===== src/rtl/regfile_pkg.sv =====
// Shared constants, address type and port-slice helper for the regfile_sb register file.
package regfile_pkg;

    localparam int XLEN_DEF  = 32;
    localparam int NREGS_DEF = 32;
    localparam int AW_DEF    = $clog2(NREGS_DEF);

    typedef logic [AW_DEF-1:0] reg_addr_t;

    // Low bit of port `port` inside a flattened bus of `width`-bit lanes.
    function automatic int slice_lo(input int port, input int width);
        return port * width;
    endfunction

endpackage


===== src/rtl/regfile_sb_if.sv =====
// Decode/writeback-facing bus of regfile_sb; the register file takes the slave modport.
interface regfile_sb_if
    import regfile_pkg::*;
#(
    parameter int XLEN   = XLEN_DEF,
    parameter int NREGS  = NREGS_DEF,
    parameter int NUM_RD = 2,
    parameter int NUM_WR = 1
);
    localparam int AW = $clog2(NREGS);

    logic [NUM_RD*AW-1:0]   rd_raddr_i;
    logic [NUM_RD*XLEN-1:0] rd_rdata_o;
    logic [NUM_RD-1:0]      rd_ready_o;
    logic [NUM_WR-1:0]      wr_en_i;
    logic [NUM_WR*AW-1:0]   wr_addr_i;
    logic [NUM_WR*XLEN-1:0] wr_data_i;
    logic                   iss_en_i;
    logic [AW-1:0]          iss_addr_i;
    logic                   flush_i;
    logic [NREGS-1:0]       busy_o;

    modport master (
        output rd_raddr_i, wr_en_i, wr_addr_i, wr_data_i, iss_en_i, iss_addr_i, flush_i,
        input  rd_rdata_o, rd_ready_o, busy_o
    );

    modport slave (
        input  rd_raddr_i, wr_en_i, wr_addr_i, wr_data_i, iss_en_i, iss_addr_i, flush_i,
        output rd_rdata_o, rd_ready_o, busy_o
    );

endinterface


===== src/rtl/regfile_scoreboard.sv =====
// Write-pending scoreboard: one busy bit per register, priority flush > issue > writeback > hold.
module regfile_scoreboard
    import regfile_pkg::*;
#(
    parameter  int NREGS  = NREGS_DEF,
    parameter  int NUM_WR = 1,
    localparam int AW     = $clog2(NREGS)
) (
    input  logic                 clk,
    input  logic                 rst,
    input  logic                 i_iss_en,
    input  logic [AW-1:0]        i_iss_addr,
    input  logic [NUM_WR-1:0]    i_wr_en,
    input  logic [NUM_WR*AW-1:0] i_wr_addr,
    input  logic                 i_flush,
    output logic [NREGS-1:0]     o_busy
);

    logic [NREGS-1:0] w_set;
    logic [NREGS-1:0] w_clr;
    logic [NREGS-1:0] r_busy;

    // Decode issue and writeback into per-register set/clear masks; x0 is never marked.
    always_comb begin
        w_set = {NREGS{1'b0}};
        w_clr = {NREGS{1'b0}};
        for (int r = 1; r < NREGS; r++) begin
            w_set[r] = i_iss_en && (i_iss_addr == AW'(r));
            for (int w = 0; w < NUM_WR; w++) begin
                w_clr[r] = w_clr[r] | (i_wr_en[w] && (i_wr_addr[slice_lo(w, AW) +: AW] == AW'(r)));
            end
        end
    end

    // Busy state: a same-cycle issue is the newer producer, so set overrides clear.
    always_ff @(posedge clk or posedge rst) begin
        if (rst) begin
            r_busy <= {NREGS{1'b0}};
        end else if (i_flush) begin
            r_busy <= {NREGS{1'b0}};
        end else begin
            r_busy <= (r_busy & ~w_clr) | w_set;
        end
    end

    assign o_busy = r_busy;

endmodule


===== src/rtl/regfile_sb.sv =====
// regfile_sb: parametrised register file (x0 hardwired zero) with integrated write-pending scoreboard.
// Optional feature macro REGFILE_BYPASS_EN forwards same-cycle write data to matching read ports.
module regfile_sb
    import regfile_pkg::*;
#(
    parameter int XLEN   = XLEN_DEF,
    parameter int NREGS  = NREGS_DEF,
    parameter int NUM_RD = 2,
    parameter int NUM_WR = 1
) (
    input  logic        clk,
    input  logic        rst,
    regfile_sb_if.slave bus
);
    localparam int AW = $clog2(NREGS);

    logic [XLEN-1:0]        r_regs [NREGS];
    logic [NREGS-1:0]       w_busy;
    logic [NUM_RD*XLEN-1:0] w_rdata;
    logic [NUM_RD-1:0]      w_ready;
`ifdef REGFILE_BYPASS_EN
    logic                   w_hit;
`endif

    regfile_scoreboard #(
        .NREGS  (NREGS),
        .NUM_WR (NUM_WR)
    ) u_scoreboard (
        .clk        (clk),
        .rst        (rst),
        .i_iss_en   (bus.iss_en_i),
        .i_iss_addr (bus.iss_addr_i),
        .i_wr_en    (bus.wr_en_i),
        .i_wr_addr  (bus.wr_addr_i),
        .i_flush    (bus.flush_i),
        .o_busy     (w_busy)
    );

    // Array update: ports applied in ascending order so the highest index wins a collision.
    always_ff @(posedge clk or posedge rst) begin
        if (rst) begin
            for (int r = 0; r < NREGS; r++) begin
                r_regs[r] <= {XLEN{1'b0}};
            end
        end else begin
            for (int w = 0; w < NUM_WR; w++) begin
                if (bus.wr_en_i[w] && (bus.wr_addr_i[slice_lo(w, AW) +: AW] != {AW{1'b0}})) begin
                    r_regs[bus.wr_addr_i[slice_lo(w, AW) +: AW]] <= bus.wr_data_i[slice_lo(w, XLEN) +: XLEN];
                end
            end
        end
    end

    // Read muxes: reset or x0 read zero/ready; otherwise array + busy, optionally overridden by bypass.
    always_comb begin
        w_rdata = {(NUM_RD*XLEN){1'b0}};
        w_ready = {NUM_RD{1'b1}};
`ifdef REGFILE_BYPASS_EN
        w_hit   = 1'b0;
`endif
        for (int p = 0; p < NUM_RD; p++) begin
            if (rst || (bus.rd_raddr_i[slice_lo(p, AW) +: AW] == {AW{1'b0}})) begin
                w_rdata[slice_lo(p, XLEN) +: XLEN] = {XLEN{1'b0}};
                w_ready[p]                         = 1'b1;
            end else begin
                w_rdata[slice_lo(p, XLEN) +: XLEN] = r_regs[bus.rd_raddr_i[slice_lo(p, AW) +: AW]];
                w_ready[p]                         = ~w_busy[bus.rd_raddr_i[slice_lo(p, AW) +: AW]];
`ifdef REGFILE_BYPASS_EN
                for (int w = 0; w < NUM_WR; w++) begin
                    w_hit = bus.wr_en_i[w] &&
                            (bus.wr_addr_i[slice_lo(w, AW) +: AW] == bus.rd_raddr_i[slice_lo(p, AW) +: AW]);
                    w_rdata[slice_lo(p, XLEN) +: XLEN] = w_hit ? bus.wr_data_i[slice_lo(w, XLEN) +: XLEN]
                                                               : w_rdata[slice_lo(p, XLEN) +: XLEN];
                    w_ready[p] = w_ready[p] | w_hit;
                end
`endif
            end
        end
    end

    assign bus.rd_rdata_o = w_rdata;
    assign bus.rd_ready_o = w_ready;
    assign bus.busy_o     = w_busy;

endmodule


===== src/flat_wrapper.sv =====
// flat-port wrapper written by rule: the top's interface ports become plain ports
module regfile_sb_flat import regfile_pkg::*;
#(
    parameter int XLEN   = XLEN_DEF,
    parameter int NREGS  = NREGS_DEF,
    parameter int NUM_RD = 2,
    parameter int NUM_WR = 1
)
  (clk, rst, bus_rd_raddr_i, bus_wr_en_i, bus_wr_addr_i, bus_wr_data_i, bus_iss_en_i, bus_iss_addr_i, bus_flush_i, bus_rd_rdata_o, bus_rd_ready_o, bus_busy_o);
  regfile_sb_if #(.XLEN(XLEN), .NREGS(NREGS), .NUM_RD(NUM_RD), .NUM_WR(NUM_WR)) bus_i ();
  input  logic clk;
  input  logic rst;
  input wire logic [$bits(bus_i.rd_raddr_i)-1:0] bus_rd_raddr_i;
  input wire logic [$bits(bus_i.wr_en_i)-1:0] bus_wr_en_i;
  input wire logic [$bits(bus_i.wr_addr_i)-1:0] bus_wr_addr_i;
  input wire logic [$bits(bus_i.wr_data_i)-1:0] bus_wr_data_i;
  input wire logic [$bits(bus_i.iss_en_i)-1:0] bus_iss_en_i;
  input wire logic [$bits(bus_i.iss_addr_i)-1:0] bus_iss_addr_i;
  input wire logic [$bits(bus_i.flush_i)-1:0] bus_flush_i;
  output wire logic [$bits(bus_i.rd_rdata_o)-1:0] bus_rd_rdata_o;
  output wire logic [$bits(bus_i.rd_ready_o)-1:0] bus_rd_ready_o;
  output wire logic [$bits(bus_i.busy_o)-1:0] bus_busy_o;
  assign bus_i.rd_raddr_i = bus_rd_raddr_i;
  assign bus_i.wr_en_i = bus_wr_en_i;
  assign bus_i.wr_addr_i = bus_wr_addr_i;
  assign bus_i.wr_data_i = bus_wr_data_i;
  assign bus_i.iss_en_i = bus_iss_en_i;
  assign bus_i.iss_addr_i = bus_iss_addr_i;
  assign bus_i.flush_i = bus_flush_i;
  assign bus_rd_rdata_o = bus_i.rd_rdata_o;
  assign bus_rd_ready_o = bus_i.rd_ready_o;
  assign bus_busy_o = bus_i.busy_o;
  regfile_sb #(.XLEN(XLEN), .NREGS(NREGS), .NUM_RD(NUM_RD), .NUM_WR(NUM_WR)) u_core (.clk(clk), .rst(rst), .bus(bus_i));
endmodule

===== config.mk =====
export PLATFORM = sky130hd
export DESIGN_NAME = regfile_sb_flat
export DESIGN_NICKNAME = d
export VERILOG_FILES = /design/src/rtl/regfile_pkg.sv /design/src/rtl/regfile_sb_if.sv /design/src/rtl/regfile_scoreboard.sv /design/src/rtl/regfile_sb.sv /design/src/flat_wrapper.sv
export SDC_FILE = /design/constraint.sdc
export NUM_CORES = 2
export LEC_CHECK = 0
export CAP_MARGIN = 15
export CORE_AREA = 5 5 381 383
export DETAILED_ROUTE_END_ITERATION = 6
export DIE_AREA = 0 0 386 388
export DONT_BUFFER_PORTS = 1
export PLACE_DENSITY = 0.61
export SLEW_MARGIN = 10
export SYNTH_ARGS = -nofsm -noshare
export SYNTH_HDL_FRONTEND = slang
export SYNTH_SLANG_ARGS = --single-unit

===== constraint.sdc =====
create_clock -name clk -period 85.8 [get_ports clk]
set_clock_uncertainty 0.1 [all_clocks]
set_input_delay 8.58 -clock clk [delete_from_list [all_inputs] [get_ports clk]]
set_output_delay 8.58 -clock clk [all_outputs]
set_load 0.005 [all_outputs]

## Word-level counts from Yosys, hierarchy flattened

Cells that the tools add are included.

- Bits in registers: 1,056
- Input port bits: 57

- $lt $le $gt $ge: 6
- Equal/unequal tests: 62
- Multiplexer cells: 18
- Bitwise logic cells: 8
- Reduce and logical (&&, ||, !) cells: 69

Operators with widths:

| operator | number |
|---|---|
| bitwise mux 1024 bit | 1 |
| binary-select mux 32 bit (select 5 bit) | 2 |
| two-way mux 32 bit | 8 |
| demux 32 bit (select 5 bit) | 1 |
| == test 5 bit (second input constant) | 32 |
| == test 5 x 4 -> 1 bit (second input constant) | 16 |
| logical AND 1 bit | 64 |
| == test 5 x 3 -> 1 bit (second input constant) | 8 |
| AND 32 bit | 1 |
| NOT 32 bit | 1 |
| bitwise OR 32 bit | 1 |
| == test 5 x 2 -> 1 bit (second input constant) | 4 |
| greater-or-equal comparator 6 bit (second input constant) | 3 |
| NOT 5 -> 6 bit | 3 |
| < comparator 5 x 6 -> 1 bit (second input constant) | 2 |
| binary-select mux 1 bit (select 5 bit) | 2 |
| == test 5 x 1 -> 1 bit (second input constant) | 2 |
| zero test 5 bit | 2 |
| < comparator 6 x 1 -> 1 bit (second input constant) | 1 |
| nonzero test 5 bit | 1 |
| two-way mux 1 bit | 4 |
| logical OR 1 bit | 2 |
| NOT 1 bit | 2 |

## Logic depth before layout (Yosys ltp)

- Depth in word-level cells: 6
- Gate-level depth with buffers: 9

## By module

Synthesis repeated with hierarchy kept, for this count alone.

- Cells, all modules: 4,242
- Area, all modules: 56,848.3 um2

Modules (own cells, without submodules):

| module | instances | cells an instance | area an instance (um2) | seq. area each (um2) |
|---|---|---|---|---|
| regfile_sb | 1 | 4,106 | 55,406.9 | 25,624.6 |
| regfile_scoreboard | 1 | 136 | 1,441.4 | 775.7 |

## Least setup slack after synthesis

No wires, ideal clock.

- Path kind: input-to-output
- From: input port rst
- To: output port bus_rd_rdata_o[34]
- Arrival time: 34.877 ns
- Setup slack: 42.243 ns
- Cell stages on the path: 3
- Path through: inv_1 nand3_1 o221ai_1

- Longest elaborated chain between the ends: 2

RTL lines:

| what | line | RTL |
|---|---|---|
| start: declaration | flat_wrapper.sv:12 | `input logic rst;` |
| logical OR 1 bit | regfile_sb.sv:62 | `if (rst \|\| (bus.rd_raddr_i[slice_lo(p, AW) +: AW] == {AW{1'b0}})) begin` |
| two-way mux 32 bit | regfile_sb.sv:62 |  |
| end: declaration | flat_wrapper.sv:20 | `output wire logic [$bits(bus_i.rd_rdata_o)-1:0] bus_rd_rdata_o;` |

Every way passes these cells.

## Worst setup path in the final report

- From: input port rst
- To: output port bus_rd_rdata_o[51]

The elaborated chain is that of the path after synthesis.

==> impl_metrics.json <==
{
  "status": "finished, final reports clean",
  "port_buffers": 0,
  "core_um2": 141100,
  "setup.worst_path.start_class": "input pin",
  "cts.reportedPaths.clkPinSlew_ps": 60,
  "gr-total-overflow": 0,
  "vias_per_cell": 6.334,
  "setup_tns_ps": 0,
  "dp_hpwl_mm": 89.00,
  "max-slew-margin-rel_pct": 23.05,
  "rsz0062_at_grt": "false",
  "place_inst": 5091,
  "synth_area_leaders": "dfrtp_1 47%, mux2_2 20%, mux4_2 20%",
  "num_rows": 138,
  "fin_area_um2": 60570,
  "synth_commonest_cells": "1055 x dfrtp_1, 986 x mux2_2, 493 x mux4_2",
  "ys_warn_count": 0,
  "path_buf_inv": 3,
  "gp_congestion": 0.7671,
  "post-place-ws_ps": 66040,
  "num_vias": 33500,
  "syn_area_per_cell_um2": 15.69,
  "hold_path_class": "reg2reg",
  "clkLatencyLatePin_ps": 690,
  "slowest_stage": "buf_12",
  "synthToLayoutAreaGrowth_pct": 7.991,
  "endpoint_kind": "output pin",
  "grt_pass1_wl_mm": 250.1,
  "root_buffer": "clkbuf_16",
  "worstMarginPinSlew_ps": 1150,
  "ys_seq_elements": 1055,
  "grt_usage_pct": 22.48,
  "drtPass1Iterations": 7,
  "postCtsHoldBufs": 0,
  "drive_gt1_share_pct": 51.84,
  "synth-edff-count": 0,
  "cts_num_sinks": 1055,
  "grt_max_degree": 267,
  "place_area_um2": 56930,
  "cts_resized": 0,
  "crit_arrival_ps": 10920,
  "fmax_mhz": 51.03,
  "num-fill-cells": 12660,
  "syn_area_um2": 56090,
  "vdd_drop_max_mv": 0.01887,
  "timing.final.hold_violations": 0,
  "drt-total-wl_mm": 168.6,
  "min_period_over_period_pct": 22.84,
  "fin_util_pct": 42.94,
  "critPathKind": "in2out",
  "ant_nets": 0,
  "start_util_pct": 39.76,
  "fp.dieW_um": 386,
  "postCtsSetupRepairBufs": 0,
  "synth_nets": 3632,
  "power_mw": 1.385,
  "finalWorstSetupSlack_ps": 66200,
  "period_minus_slack_ps": 19600,
  "die_area_um2": 149800,
  "p_leak_nw": 25.72,
  "cpPeakStageDelay_ps": 660,
  "num_io_pins": 155,
  "cts_buffer_depth": 3,
  "antenna_found_initial": 1,
  "cap_violations": 0,
  "drc": 0,
  "cts_tree": "yes",
  "path_delay_family": "buffers and inverters",
  "synth_top_cell_area_share_pct": 47.07,
  "yosysTopAreaCell": "dfrtp_1",
  "grt_pass1_vias": 34790,
  "fin_cells": 5289,
  "seq_area_frac_synth_pct": 47.07,
  "async_flop_share_pct": 100.0,
  "n_antenna_cell": 0,
  "crit_chain": "inv_8 > buf_12 > nand3_2 > buf_4 > o221ai_1",
  "drt_iter0_drc": 3133,
  "setup_viol": 0,
  "cp_data_required_time_ps": 77120,
  "cts_buffers": 109,
  "cp_max_fo": 161,
  "post_drt_wl_per_cell_um": 31.87,
  "h-tree-depth": 3,
  "nets": 3369,
  "power.density_nw_per_um2": 22.86,
  "yosysMostFrequentCell": "dfrtp_1",
  "ys.flop_type": "dfrtp_1",
  "fp.dieH_um": 388,
  "synth_cells": 3575,
  "yosysUniqueCellTypes": 48,
  "maxSlewViolCount": 0,
  "hold_slack_ps": 294.7
}
==> sequential cells by signal (all words and copies together), names as in the netlist <==
register,cells
u_core.r_regs,1024
u_core.u_scoreboard.o_busy,31
==> path summary, 6_finish.rpt <==
path                                          startpoint                             to  slack, ps  cells past startpoint
max                                                  rst             bus_rd_rdata_o[51]      66200                      5
min                                   u_core.r_regs[995]             u_core.r_regs[995]        290                      0
max reg2reg                u_core.u_scoreboard.o_busy[6]  u_core.u_scoreboard.o_busy[6]      84820                      2
min reg2reg                           u_core.r_regs[995]             u_core.r_regs[995]        290                      0
max in group asynchronous                            rst             u_core.r_regs[428]      74810                      4
min in group asynchronous                            rst             u_core.r_regs[348]       7770                      1
==> metal layers <==
metal / wire (um) / global-route usage, % / share of wire, % / up-vias
li1: - / - / - / 13440
met1: 69670 / 30.07 / 41 / 18570
met2: 81310 / 36.62 / 48 / 1181
met3: 11010 / 4.361 / 6.5 / 311
met4: 6567 / 8.128 / 3.9 / 0
met5: 0 / 0 / 0 / -
==> worst reg2reg max path, cell delays in order (launching register included) <==
cell	delay, ps
dfrtp_1	510
a22oi_1	210
nor2_1	50
==> final cells by class <==
cell class	instances	area [um2]	share of cell area, %
multi-input combinational	2087	27690	45.71
timing repair buffer	57	465.4	0.7684
clock inverter	40	402.9	0.6652
sequential	1055	26400	43.59
inverter	2	15.01	0.02479
clock buffer	158	3234	5.340
tap	1890	2365	3.904
==> layout by cell type, fill, tap and decap left out, drive strengths merged, types with 2 or more instances in the layout <==
master	count
clkinvlp	8
or3b	2
mux2	993
and3b	4
mux2i	165
o22ai	34
nor3b	5
dfrtp	1055
clkbuf	158
a211o	33
or4	2
inv	3
nor3	5
a31oi	32
mux4	527
a22oi	83
and3	4
o221ai	32
a21oi	16
or3	2
and2	12
o21ai	4
nand2b	13
nor2b	6
o22a	32
clkinv	24
nor2	31
bufinv	7
buf	57
nand3b	5
nand2	33
nand3	4
==> power breakdown <==
| group | leakage [nW] | switching, mW | internal (mW) | total, mW |
|---|---|---|---|---|
| clock | 1.79 | 0.205 | 0.281 | 0.487 |
| sequential | 13.6 | 0.0647 | 0.590 | 0.654 |
| combinational | 10.4 | 0.0795 | 0.164 | 0.244 |
==> cells by family after synthesis <==
kind of cell    share of synthesized area, %
simple gates                           1.292
other cells                         0.006686
mux                                    44.27
flops                                  47.07
buf+inv                                3.799
compound gates                         3.567
Power figures use the tool's default switching activity.
